==> src/rtl/int_pkg.sv <==
// Shared types and default constants for the interrupt controller.
package int_pkg;

  localparam int unsigned NSRC_DEFAULT     = 4;
  localparam int unsigned VEC_W_DEFAULT    = 10;
  localparam logic [9:0]  VEC_BASE_DEFAULT = 10'h3C0;
  localparam int unsigned ID_W             = 3;

  typedef enum logic [1:0] {
    StIdle,
    StReq,
    StService
  } state_e;

endpackage

==> src/rtl/int_prio_enc.sv <==
// Lowest-index-first priority encoder; bit 0 has the highest priority.
module int_prio_enc
  import int_pkg::*;
#(
  parameter int unsigned N = 4
) (
  input  logic [N-1:0]    req,
  output logic            valid,
  output logic [ID_W-1:0] id
);

  always_comb begin
    valid = |req;
    id    = '0;
    // Scan downwards so the lowest set index is the last one written.
    for (int i = int'(N) - 1; i >= 0; i--) begin
      if (req[i]) begin
        id = ID_W'(i);
      end
    end
  end

endmodule

==> src/rtl/int_ctrl.sv <==
// Interrupt controller: edge capture, pending/mask registers and the
// single-level request/acknowledge/return handshake towards the CPU.
module int_ctrl
  import int_pkg::*;
#(
  parameter int unsigned      NSRC     = NSRC_DEFAULT,
  parameter int unsigned      VEC_W    = VEC_W_DEFAULT,
  parameter logic [VEC_W-1:0] VEC_BASE = VEC_W'(VEC_BASE_DEFAULT)
) (
  input  logic             clk,
  input  logic             reset,
  input  logic [NSRC-1:0]  irq_in,
  input  logic             mask_we,
  input  logic [NSRC-1:0]  mask_din,
  input  logic             cpu_iack,
  input  logic             cpu_reti,
  output logic             int_req,
  output logic [VEC_W-1:0] int_vec,
  output logic [ID_W-1:0]  int_id,
  output logic [NSRC-1:0]  pending,
  output logic             in_service
);

  state_e state_q, state_d;

  logic [NSRC-1:0]  irq_q;
  logic [NSRC-1:0]  edge_q;
  logic [NSRC-1:0]  pending_q, pending_d;
  logic [NSRC-1:0]  mask_q;
  logic [NSRC-1:0]  eligible;
  logic [NSRC-1:0]  ack_clr;
  logic             sel_valid;
  logic [ID_W-1:0]  sel_id;
  logic [ID_W-1:0]  id_q;
  logic [VEC_W-1:0] vec_q, vec_d;
  logic             int_req_q;
  logic             in_service_q;
  logic             latch_sel;
  logic             ack;

  assign eligible = pending_q & ~mask_q;

  int_prio_enc #(
    .N (NSRC)
  ) u_prio_enc (
    .req   (eligible),
    .valid (sel_valid),
    .id    (sel_id)
  );

  assign vec_d = VEC_BASE + VEC_W'({sel_id, 2'b00});

  always_comb begin
    state_d   = state_q;
    latch_sel = 1'b0;
    ack       = 1'b0;
    unique case (state_q)
      StIdle: begin
        if (sel_valid) begin
          state_d   = StReq;
          latch_sel = 1'b1;
        end
      end
      StReq: begin
        if (cpu_iack) begin
          state_d = StService;
          ack     = 1'b1;
        end
      end
      StService: begin
        if (cpu_reti) begin
          state_d = StIdle;
        end
      end
      default: state_d = StIdle;
    endcase
  end

  // A fresh edge wins over the acknowledge clear so it is never lost.
  always_comb begin
    ack_clr   = ack ? (NSRC'(1) << id_q) : '0;
    pending_d = (pending_q & ~ack_clr) | edge_q;
  end

  always_ff @(posedge clk or posedge reset) begin
    if (reset) begin
      state_q      <= StIdle;
      irq_q        <= '0;
      edge_q       <= '0;
      pending_q    <= '0;
      mask_q       <= '1;
      id_q         <= '0;
      vec_q        <= '0;
      int_req_q    <= 1'b0;
      in_service_q <= 1'b0;
    end else begin
      state_q      <= state_d;
      irq_q        <= irq_in;
      edge_q       <= irq_in & ~irq_q;
      pending_q    <= pending_d;
      int_req_q    <= (state_d == StReq);
      in_service_q <= (state_d == StService);
      if (mask_we) begin
        mask_q <= mask_din;
      end
      if (latch_sel) begin
        id_q  <= sel_id;
        vec_q <= vec_d;
      end
    end
  end

  assign int_req    = int_req_q;
  assign in_service = in_service_q;
  assign int_id     = id_q;
  assign int_vec    = vec_q;
  assign pending    = pending_q;

endmodule

==> config.mk <==
export PLATFORM = sky130hd
export DESIGN_NAME = int_ctrl
export DESIGN_NICKNAME = d
export VERILOG_FILES = /design/src/rtl/int_pkg.sv /design/src/rtl/int_prio_enc.sv /design/src/rtl/int_ctrl.sv
export SDC_FILE = /design/constraint.sdc
export NUM_CORES = 1
export LEC_CHECK = 0
export ABC_AREA = 1
export CAP_MARGIN = 20
export CELL_PAD_IN_SITES_DETAIL_PLACEMENT = 0
export CELL_PAD_IN_SITES_GLOBAL_PLACEMENT = 1
export CORE_UTILIZATION = 32
export CTS_CLUSTER_DIAMETER = 30
export DETAILED_ROUTE_END_ITERATION = 7
export GPL_TIMING_DRIVEN = 0
export PLACE_DENSITY_LB_ADDON = 0.1
export SYNTH_ARGS = -nofsm -noshare
export SYNTH_HDL_FRONTEND = slang
export SYNTH_SLANG_ARGS = --single-unit
==> constraint.sdc <==
create_clock -name clk -period 1.4 [get_ports clk]
set_input_delay 0.28 -clock clk [delete_from_list [all_inputs] [get_ports clk]]
set_output_delay 0.28 -clock clk [all_outputs]
set_load 0.05 [all_outputs]
==> out/results.md <==
| Result | Value |
| --- | --- |
| Relative contribution of the clock network to total power | 12.5% |
| Sink Count | 23 |
| Wire length of the first global-routing pass | 2.59 mm |
| Wire length reported by the detailed router | 1.49 mm |
| Initial drt markers | 5 |
| Crit-path max cell delay | 0.44 ns |
| Switching Share | 45.9% |
| Most frequently used flop master after synthesis | sky130_fd_sc_hd__dfrtp_1 |
| Most common cell in the netlist | sky130_fd_sc_hd__nand2_1 |
| GR Util All Layers | 10.8% |
| 1st-pass router iterations | 3 |
| Final period util | 96.3% |
| Reported net switching power | 1.09 mW |
| Series of cell instances along the critical path | buf_4, buf_4 |
| Post-CTS Hold Fix Bufs | 0 |
| Overall die area | 3210 um2 |
| Final Hold Violating Endpoints | 0 |
| Reg clk slew, reported paths | 0.12 ns |
| Worst-case setup slack after placement | -0.194 ns |
| Grt total ovfl | 0 |
| Post-Route Skew | 0.00254 ns |
| Sequential group share of total power | 39.1% |
| DR DRC count | 0 |
| Maximum frequency from static timing analysis | 0.742 GHz |
| Area fraction of the dominant cell type after synthesis | 49.8% |
| Top cell type by total area after synthesis | sky130_fd_sc_hd__dfrtp_1 |
| Core utilization of the finished layout | 45.8% |
| Internal power consumption | 1.28 mW |
| Vias per std cell | 4.15 |
| Worst hold path type | register to register |
| Maximum capacitance violations | 0 |
| Seq/Total Area, Yosys | 60.8% |
| Cell area after synthesis | 955 um2 |
| Kind of start point of the critical path | register |
| Placement-stage cell area | 1270 um2 |
| Setup Viol. Count Final | 0 |
| Worst EP arrival | 1.07 ns |
| Die Span X | 56.6 um |
| CTS tree | yes |
| Insertion delay to the later sink of the worst-skew pair | 0.30 ns |
| Port buffer count | 26 |
| Highest ir drop seen on vdd | 1.21 mV |
| Leakage power figure | 0.655 nW |
| Depth of the worst register-to-register path | 5 |
| Count of distinct cell types in the synthesized netlist | 17 |
| Final count of pins violating max slew | 0 |
| Fraction of synthesis flops using an asynchronous set or reset pin | 100% |
| Critical Path Slowest Stage Cell | sky130_fd_sc_hd__dfrtp_1 |
| Cells taking the most area after synthesis | sky130_fd_sc_hd__dfrtp_1, sky130_fd_sc_hd__dfstp_2, sky130_fd_sc_hd__nand2_1 |
| Clock period minus worst slack | 1.35 ns |
| Status | complete, no violations |
| Number of buffers on the longest clock path | 2 |
| Headroom to the max-slew limit | 45.0% |
| Flop and latch count out of synthesis | 23 |
| Num CTS Buffers | 3 |
| Via count | 689 |
| Final antenna-violating net count | 0 |
| Synthesized area divided by synthesized cell count | 9.45 um2 |
| Nature of the critical path endpoint | output pin |
| Detailed placement HPWL | 1.17 mm |
| Number of levels the H-tree was split into | 1 |
| Crit path required time | 1.12 ns |
| Comb pwr share | 48.4% |
| RSZ-0062 raised after global routing | no |
| Final standard cell area without fillers | 1270 um2 |
| Number of global-route vias before repair | 618 |
| Filler instances | 281 |
| Io pins | 32 |
| Share of post-route cells with drive strength above 1 | 27.4% |
| Post-CTS setup buffer count | 0 |
| Yosys warns | 0 |
| Setup Crit Path Kind | register to output pin |
| Number of antenna violations at the first check in global routing | 0 |
| Worst Path Max Fanout | 5 |
| DR WL/cell | 8.96 um |
| CTS Root Cell | sky130_fd_sc_hd__clkbuf_4 |
| Post-layout worst setup margin | 0.0520 ns |
| Die Span Y | 56.6 um |
| GPL Wtd Cong | 0.758 |
| Area delta synth->final | 33.4% |
| Largest net degree at the start of global routing | 24 |
| Most common cell type on the critical path | sky130_fd_sc_hd__buf_4 |
| Power density of the placed cells | 1860 nW/um2 |
| Inserted Diodes | 0 |
| Hold Path Stages | 1 |
| EDFF count, synth | 0 |
| Core area | 2780 um2 |
| Number of instances in the synthesized netlist | 101 |
| Nets@finish | 149 |
| Slew of the pin with the lowest slew margin | 0.825 ns |
| Std cell rows | 19 |
| Commonest cells post-synth | sky130_fd_sc_hd__nand2_1, sky130_fd_sc_hd__inv_1, sky130_fd_sc_hd__dfrtp_1 |
| Initial core utilization | 34.3% |
metrics by stage:
stage                     power (mW)  setup TNS (ns)  std cells  hold slack [ns]
after floorplan                 1.78               0        105            0.279
final                           2.37               0        166            0.398
after global placement          2.14           -1.31        162            0.381
after detailed placement        2.15           -1.40        162            0.387
after global routing            2.53               0        166            0.408
after CTS                       2.40               0        166            0.405
state kept, by name, indices dropped and copies added, names as in the netlist:
register / flops
in_service: 1
int_id: 1
int_vec: 2
irq_q: 4
edge_q: 4
int_req: 1
mask_q: 4
pending: 4
state_q: 2
metal layers:
| metal | up-vias | global-route usage, % | part of all wire, % |
|---|---|---|---|
| met5 | - | 0 | 0 |
| met4 | 0 | 2.09 | 1.0 |
| met3 | 2 | 5.07 | 7.7 |
| met2 | 20 | 18.0 | 49 |
| met1 | 310 | 12.6 | 42 |
| li1 | 357 | - | - |
power by group through the flow:
| stage | Clock, mW | Sequential [mW] | Combinational (mW) |
|---|---|---|---|
| after floorplan | 0 | 1.28 | 0.500 |
| after global placement | 0 | 0.940 | 1.20 |
| after detailed placement | 0 | 0.940 | 1.21 |
| after CTS | 0.314 | 0.926 | 1.16 |
| after global routing | 0.334 | 0.958 | 1.24 |
| final | 0.295 | 0.925 | 1.15 |
cell type report:
cell class                 count  area (um2)  area share, %
multi-input combinational     52         239           18.8
sequential                    23         582           45.7
timing repair buffer          26         236           18.6
tap                           31        38.8           3.05
buffer                        10        75.1           5.89
clock inverter                 1        5.00          0.393
clock buffer                   3        22.5           1.77
inverter                      20        75.1           5.89
cell usage in the layout, fill, tap and decap left out, types with 4 or more instances in the layout:
master,count
sky130_fd_sc_hd__nor2_1,6
sky130_fd_sc_hd__o21ai_1,5
sky130_fd_sc_hd__nand2_1,22
sky130_fd_sc_hd__dfstp_2,4
sky130_fd_sc_hd__buf_4,12
sky130_fd_sc_hd__dfrtp_1,18
sky130_fd_sc_hd__clkdlybuf4s50_1,12
sky130_fd_sc_hd__conb_1,5
sky130_fd_sc_hd__o21ai_0,5
sky130_fd_sc_hd__buf_2,5
sky130_fd_sc_hd__inv_1,20
cell families (layout without fill, tap and decap cells):
logic type | count (synthesis) | after routing | synth area share [%]
other cells | 1 | 5 | 0.393
flops | 23 | 23 | 60.8
mux | 1 | 1 | 1.18
compound gates | 12 | 12 | 6.68
buf+inv | 30 | 60 | 15.7
simple gates | 34 | 34 | 15.2
worst paths after layout:
| check | slack, ns | start | to |
|---|---|---|---|
| max | 0.05 | int_vec[8]$_DFFE_PP0P_ | int_vec[8] |
| min | 0.40 | irq_q[0]$_DFF_PP0_ | edge_q[0]$_DFF_PP0_ |
| max reg2reg | 0.20 | mask_q[0]$_DFFE_PP1P_ | state_q[0]$_DFF_PP0_ |
| min reg2reg | 0.40 | irq_q[0]$_DFF_PP0_ | edge_q[0]$_DFF_PP0_ |
| max in group asynchronous | 0.41 | reset | int_id[0]$_DFFE_PP0P_ |
| min in group asynchronous | 0.42 | reset | edge_q[3]$_DFF_PP0_ |
critical path, delay by kind of cell, from the launching register on:
kind	cells	cell delay (ns)
DFF	1	0.44
buffers and inverters	2	0.33
repair_timing:
item	in CTS	in global routing
setup endpoints to repair	14	7
pin swaps	0	0
resized for setup	63	10
hold endpoints to repair	0	0
Note: power is estimated with default switching activity, not from simulation.
